$ cat src/rtl/dnn_run_ctrl.sv
// Run sequencer for the DNN training core: streams samples from the sample
// memory into the DNN slot by slot for a fixed number of epochs, steps the
// learning-rate exponent on an epoch schedule and scores final-epoch results.
module dnn_run_ctrl #(
    parameter int NUM_SAMPLES  = 1024,
    parameter int SAMPLE_AW    = 10,
    parameter int NUM_EPOCHS   = 4,
    parameter int CYCLE_CLK    = 4,
    parameter int PIPE_SAMPLES = 3,
    parameter int NOUT         = 10,
    parameter int ETA_INIT     = 4,
    parameter int ETA_STEP     = 2,
    parameter int ETA_MAX      = 7,
    parameter int EPW          = 8,
    parameter int CW           = 16
) (
    input  logic                 clk,
    input  logic                 reset,
    input  logic                 start,
    input  logic                 abort,
    output logic [SAMPLE_AW-1:0] mem_addr,
    output logic                 mem_rd,
    output logic                 sample_valid,
    output logic [2:0]           etapos0,
    input  logic [NOUT-1:0]      ansL,
    input  logic [NOUT-1:0]      actL_alln,
    output logic [EPW-1:0]       epoch_cnt,
    output logic [CW-1:0]        correct_cnt,
    output logic                 busy,
    output logic                 done
);

    localparam int FEED  = NUM_EPOCHS * NUM_SAMPLES;
    localparam int TOTAL = FEED + PIPE_SAMPLES;
    localparam int SW    = $clog2(TOTAL + 1);
    localparam int CCW   = $clog2(CYCLE_CLK);

    localparam logic [SW-1:0]        S_FEED    = SW'(FEED);
    localparam logic [SW-1:0]        S_LAST    = SW'(TOTAL - 1);
    // First slot whose scored result belongs to a final-epoch sample.
    localparam logic [SW-1:0]        S_FIN_LO  = SW'((NUM_EPOCHS - 1) * NUM_SAMPLES + PIPE_SAMPLES);
    localparam logic [CCW-1:0]       CC_LAST   = CCW'(CYCLE_CLK - 1);
    localparam logic [CCW-1:0]       CC_RD     = CCW'(0);
    localparam logic [CCW-1:0]       CC_LOAD   = CCW'(1);
    localparam logic [SAMPLE_AW-1:0] ADDR_LAST = SAMPLE_AW'(NUM_SAMPLES - 1);
    localparam logic [2:0]           ETA_I     = 3'(ETA_INIT);
    localparam logic [2:0]           ETA_M     = 3'(ETA_MAX);
    localparam logic [EPW-1:0]       EP_N      = EPW'(NUM_EPOCHS);
    localparam logic [EPW-1:0]       EP_STEP   = EPW'(ETA_STEP);

    typedef enum logic [1:0] {IDLE, RUN, DONE} state_t;

    state_t         state_q, state_d;
    logic [CCW-1:0] cyc_q;
    logic [SW-1:0]  slot_q;
    logic [EPW-1:0] ep_next;
    logic           in_feed, slot_end, start_run, run_go;
    logic           epoch_end, eta_bump, score;

    assign in_feed   = slot_q < S_FEED;
    assign slot_end  = cyc_q == CC_LAST;
    assign start_run = (state_q != RUN) && start;
    assign run_go    = (state_q == RUN) && !abort;
    // mem_addr tracks the sample index, so its last value marks the epoch end.
    assign epoch_end = slot_end && in_feed && (mem_addr == ADDR_LAST);
    assign ep_next   = epoch_cnt + 1'b1;
    assign eta_bump  = ((ep_next % EP_STEP) == '0) && (ep_next < EP_N);
    assign score     = slot_end && (slot_q >= S_FIN_LO) &&
                       (ansL == actL_alln) && (ansL != '0);

    // State register.
    always_ff @(posedge clk) begin
        if (reset) state_q <= IDLE;
        else       state_q <= state_d;
    end

    // Next-state and decoded slot strobes.
    always_comb begin
        state_d      = state_q;
        busy         = 1'b0;
        done         = 1'b0;
        mem_rd       = 1'b0;
        sample_valid = 1'b0;
        case (state_q)
            IDLE: begin
                if (start) state_d = RUN;
            end
            RUN: begin
                busy         = 1'b1;
                mem_rd       = in_feed && (cyc_q == CC_RD);
                sample_valid = in_feed && (cyc_q == CC_LOAD);
                if (abort)                           state_d = IDLE;
                else if (slot_end && slot_q == S_LAST) state_d = DONE;
            end
            DONE: begin
                done = 1'b1;
                if (start) state_d = RUN;
            end
            default: state_d = IDLE;
        endcase
    end

    // Slot timing, sample address, epoch/eta schedule and scoring.
    always_ff @(posedge clk) begin
        if (reset) begin
            cyc_q       <= '0;
            slot_q      <= '0;
            mem_addr    <= '0;
            epoch_cnt   <= '0;
            correct_cnt <= '0;
            etapos0     <= ETA_I;
        end else if (start_run) begin
            cyc_q       <= '0;
            slot_q      <= '0;
            mem_addr    <= '0;
            epoch_cnt   <= '0;
            correct_cnt <= '0;
            etapos0     <= ETA_I;
        end else if (run_go) begin
            cyc_q <= slot_end ? '0 : cyc_q + 1'b1;
            if (slot_end) begin
                slot_q <= slot_q + 1'b1;
                if (in_feed) mem_addr <= (mem_addr == ADDR_LAST) ? '0 : mem_addr + 1'b1;
            end
            if (epoch_end) begin
                epoch_cnt <= ep_next;
                if (eta_bump) etapos0 <= (etapos0 >= ETA_M) ? ETA_M : etapos0 + 1'b1;
            end
            if (score && (correct_cnt != '1)) correct_cnt <= correct_cnt + 1'b1;
        end
    end

endmodule

$ cat config.mk
export PLATFORM = sky130hd
export DESIGN_NAME = dnn_run_ctrl
export DESIGN_NICKNAME = d
export VERILOG_FILES = /design/src/rtl/dnn_run_ctrl.sv
export SDC_FILE = /design/constraint.sdc
export NUM_CORES = 1
export LEC_CHECK = 0
export BUFFER_PORTS_ARGS = -buffer_cell sky130_fd_sc_hd__buf_2
export CAP_MARGIN = 20
export CORE_ASPECT_RATIO = 1.25
export CORE_MARGIN = 1
export CORE_UTILIZATION = 30
export DETAILED_ROUTE_END_ITERATION = 16
export GPL_ROUTABILITY_DRIVEN = 0
export GPL_TIMING_DRIVEN = 0
export PLACE_DENSITY_LB_ADDON = 0.05
export RECOVER_POWER = 50
export SLEW_MARGIN = 20
export SYNTH_ARGS = -nofsm -noshare
export SYNTH_HDL_FRONTEND = slang
export SYNTH_SLANG_ARGS = --single-unit
$ cat constraint.sdc
create_clock -name clk -period 3.1 [get_ports clk]
set_input_delay 0.31 -clock clk [delete_from_list [all_inputs] [get_ports clk]]
set_output_delay 0.31 -clock clk [all_outputs]
set_load 0.05 [all_outputs]
* Word level (Yosys, flattened, before mapping)
Cells that the tools add are included.
** Storage, ports and cells
- Bits in registers :: 54
- Output and inout bits :: 41
** Cells by class
- $add $sub $neg :: 6
- Magnitude comparators :: 4
- Equality and inequality tests :: 11
- Multiplexer cells :: 11
- Reductions and logical operators :: 25
** Operators by type and width (number)
- $add 16x1->16 const B :: 1
- $ne 16x16->1 const B :: 1
- $add 13x1->13 const B :: 1
- $eq 13x13->1 const B :: 1
- $ge 13x12->1 const B :: 1
- $lt 13x13->1 const B :: 1
- $logic_and 1x1->1 :: 12
- $add 10x1->10 const B :: 1
- $eq 10x10->1 :: 1
- $eq 10x10->1 const B :: 1
- $mux 10 :: 1
- $reduce_bool 10->1 :: 1
- $add 8x1->8 const B :: 1
- $logic_not 8->1 :: 1
- $lt 8x3->1 const B :: 1
- $mux 2 :: 4
- $reduce_and 2->1 :: 4
- $reduce_and 3->1 :: 2
- $eq 2x1->1 const B :: 2
- $eq 2x2->1 const B :: 2
- $logic_not 2->1 :: 2
- $mux 1 :: 4
- $ne 2x1->1 const B :: 2
- $pmux 2 s2 :: 1
- 7 further kinds :: 8

* Depth between registers and ports, before layout
- Depth in word-level cells :: 6
- Mapped depth :: 7
- Mapped depth without buffers :: 7

* Worst setup path before layout
Ideal clock, no wire load.
- Path kind :: register to register
- Start point :: register correct_cnt[2]
- End point :: register correct_cnt[11]
- Setup time :: 0.115 ns
- Arrival :: 2.317 ns
- Path slack :: 0.668 ns
- Stages on the path, launching flop included :: 7
- Buffers on the path :: 0
- Cell sequence :: dfxtp_1 -> and4_4 -> nand4_1 -> o31ai_4 -> nor4_1 -> and3_1 -> o21a_1
** On the way
- Cells in the longest elaborated chain, start to end :: 3
** RTL lines
- start, declared :: RTL line 28 : output logic [CW-1:0] correct_cnt,
- start signal, assigned :: RTL line 129 : if (score && (correct_cnt != '1)) correct_cnt <= correct_cnt + 1'b1;
- parallel branches: the longest is 3 deep, another holds $add 16x1->16
Parallel ways; which one is timed is not known.
A chain may end at the register's enable or synchronous reset.

* Final worst setup path
- Start point :: register cyc_q[0]
- End point :: register correct_cnt[11]
** On the way
- Cells in the longest elaborated chain, start to end :: 6
** RTL lines
- start, declared :: RTL line 54 : logic [CCW-1:0] cyc_q;
- start signal, assigned :: RTL line 120 : cyc_q <= slot_end ? '0 : cyc_q + 1'b1;
- $eq 2x2->1 :: RTL line 61 : assign slot_end = cyc_q == CC_LAST;
- $logic_and 1x1->1 (2 in series) :: RTL line 68 : assign score = slot_end && (slot_q >= S_FIN_LO) &&
- $logic_and 1x1->1 :: RTL line 69 : (ansL == actL_alln) && (ansL != '0);
- $logic_and 1x1->1 :: RTL line 129
- $reduce_and 2->1 (no line)
Every way passes these cells.

==> run metrics <==
ANT nets after route=0; power density cells=385.3 nW/µm²; total setup buffers inserted after CTS=0; Yosys reg bits=54; syn_nets=between 300 and 400; Starting Density=between 30% and 40%; post-CTS sizing=0; Hold Fails Final Rpt=0; Residual DRC=0; Routed WL per cell=between 10 and 15 µm; Worst Hold Class=input port to flop; H-tree lvl count=2; Max FO, Critical Path=10; WS Path Type=flop to flop; IO Count=65; # diodes=0; global-route wire length before repair=approximately 11,000 µm; Post-DP HPWL=5179 µm; Worst Path Required=around 3300 ps; syn avg cell area=8.609 µm²; setup violators final=0; post-DR vias/cell=approximately 4.8; synth unique cells=50; CTS Hold Buffers Added=0; fraction of registers with async set or reset after synthesis=0%; total grt overflow=0; CP Capture Type=flop; TritonCTS sink count=54; num rows=39; Area contributors post-synth=dfxtp_1 38%, xor2_1 8.2%, nor2_1 7.6%; Die Ht=roughly 110 µm; Yosys Warn Count=0; Clock transition at path regs=70 ps; CTS tree=done; Startpoint Class=flop; setup repair after global routing missed its margin=no; Syn Std Cell Area=~2900 µm²; LEAKAGE=1.229 nW; status=finished clean; final wirelength=about 6900 µm; worst-skew pair later-pin latency=just under 300 ps; share of cells above drive strength 1=9.877%; pre-CTS setup slack=about 540 ps; die area=between 9000 and 10,000 µm²; Syn Inst Count=approximately 330; sequential fraction of the synthesis area=a little under two fifths; I/O Buffers=64; largest net degree at the start of global routing=15; Max-cap violations=0; antenna violations before repair=0; Worst EP arrival=2910 ps; Final Total Pwr=~1.3 mW; post-layout util=between 30 and 40%; TNS Setup=0 ps; NumNets Final=roughly 440; Yosys top cell by area=dfxtp_1; f_max=~370 MHz; post-route worst setup slack=approximately 380 ps; total CTS buffers=5; final clock skew=3.761 ps; slew margin rel.=a little under three fifths; Post-synth EDFFs=0; final-report max-slew violation count=0; CORE AREA=slightly above 9000 µm²; Max IR drop VDD=about 0.22 mV; drt initial violations=between 60 and 70; number of global-route vias before repair=between 2k and 2.5k; Yosys top cell area share=a little under two fifths; router iterations before antenna repair=4; Area Overhead vs Synth=19.23%; Via Count=between 2k and 3k; Synth Flop Type=dfxtp_1; Root Buffer=clkbuf_16; die width=roughly 90 µm; All-Layer GR Usage=between 10% and 20%; Final min period=about 2700 ps; clk buf depth=2; Least-Margin Pin Slew=about 640 ps; Period Utilization, post-route=87.71%
through the flow:
stage	hold WS, ps	instance area [µm²]	instances
after floorplan	379.1	2875	334
after global placement	487.6	3349	521
after detailed placement	487.7	3349	521
after CTS	206.4	3482	528
after global routing	222.0	3428	528
final	214.8	3428	528
where the power goes:
group / switching (mW) / internal, mW / leakage, nW
clock network: 0.242 / 0.296 / 0.0640
logic: 0.0560 / 0.0291 / 0.730
registers: 0.00237 / 0.695 / 0.435
cell usage in the layout, fill, tap and decap left out, types with 2 or more instances in the layout:
master	count
nor2_1	58
dfxtp_1	54
clkbuf_16	5
buf_2	24
nand3_1	14
o41ai_1	2
nand4_1	9
o21ai_0	7
nand3b_1	2
inv_1	12
xor2_1	27
clkbuf_1	47
nand2b_1	2
nand2_1	32
and2_1	3
ha_1	10
nor3_4	2
a21oi_1	14
and3_1	9
nor4_1	15
a31oi_1	2
nor3_1	4
a211oi_1	2
and4_1	2
xnor2_1	20
logic make-up after synthesis:
logic type / after synthesis / share of synthesized area (%)
AO/OA/AOI/OAI: 36 / 8.312
buffers and inverters: 17 / 2.219
XOR/XNOR: 47 / 14.32
adder cells (fa/ha/maj): 10 / 4.352
flip-flops: 54 / 37.60
AND/OR/NAND/NOR: 169 / 32.86
multiplexers: 1 / 0.3481
state kept, by name, indices dropped and copies added, names as in the netlist:
signal	cells
correct_cnt	16
slot_q	13
mem_addr	10
epoch_cnt	8
etapos0	3
cyc_q	2
state_q	2
per-layer routing:
| layer | GRT usage, % | share of wire [%] | vias to the layer above |
|---|---|---|---|
| li1 | - | - | 1311 |
| met1 | 18.37 | 46 | 1148 |
| met2 | 23.64 | 48 | 52 |
| met3 | 3.484 | 4.6 | 5 |
| met4 | 5.397 | 1.6 | 0 |
| met5 | 0 | 0 | - |
synth_stat cells (2+ instances only):
| cell type | n |
|---|---|
| a211oi_1 | 2 |
| a21oi_1 | 14 |
| a31oi_1 | 2 |
| and2_1 | 3 |
| and3_1 | 9 |
| and4_1 | 2 |
| clkbuf_1 | 5 |
| dfxtp_1 | 54 |
| ha_1 | 10 |
| inv_1 | 12 |
| nand2_1 | 32 |
| nand2b_1 | 2 |
| nand3_1 | 14 |
| nand3b_1 | 2 |
| nand4_1 | 9 |
| nor2_1 | 58 |
| nor3_1 | 4 |
| nor3_4 | 2 |
| nor4_1 | 15 |
| o21ai_0 | 7 |
| o41ai_1 | 2 |
| xnor2_1 | 20 |
| xor2_1 | 27 |
worst max-delay path, stage by stage, from the launching register on:
cell,delay (ps)
dfxtp_1,410
ha_1,300
and4bb_1,460
and4b_1,320
nand4_4,220
nor4_1,580
a21oi_1,140
o21a_1,200
layout make-up:
| cell class | instances | area, µm² |
|---|---|---|
| buffer | 5 | 18.77 |
| clock buffer | 7 | 132.6 |
| fill | 985 | 5794 |
| inverter | 12 | 45.04 |
| multi-input combinational | 263 | 1727 |
| sequential | 54 | 1081 |
| tap | 123 | 153.9 |
| timing repair buffer | 64 | 270.3 |
worst paths after layout:
check | to | start | slack (ps) | depth (start not counted)
worst max-delay path | correct_cnt[11]$_SDFFE_PP0P_ | cyc_q[0]$_SDFFE_PP0P_ | 380 | 7
worst min-delay path | state_q[0]$_SDFFE_PP0P_ | reset | 210 | 2
worst max register to register | correct_cnt[11]$_SDFFE_PP0P_ | cyc_q[0]$_SDFFE_PP0P_ | 380 | 7
worst min register to register | correct_cnt[15]$_SDFFE_PP0P_ | correct_cnt[15]$_SDFFE_PP0P_ | 490 | 2
Power figures use the tool's default switching activity.
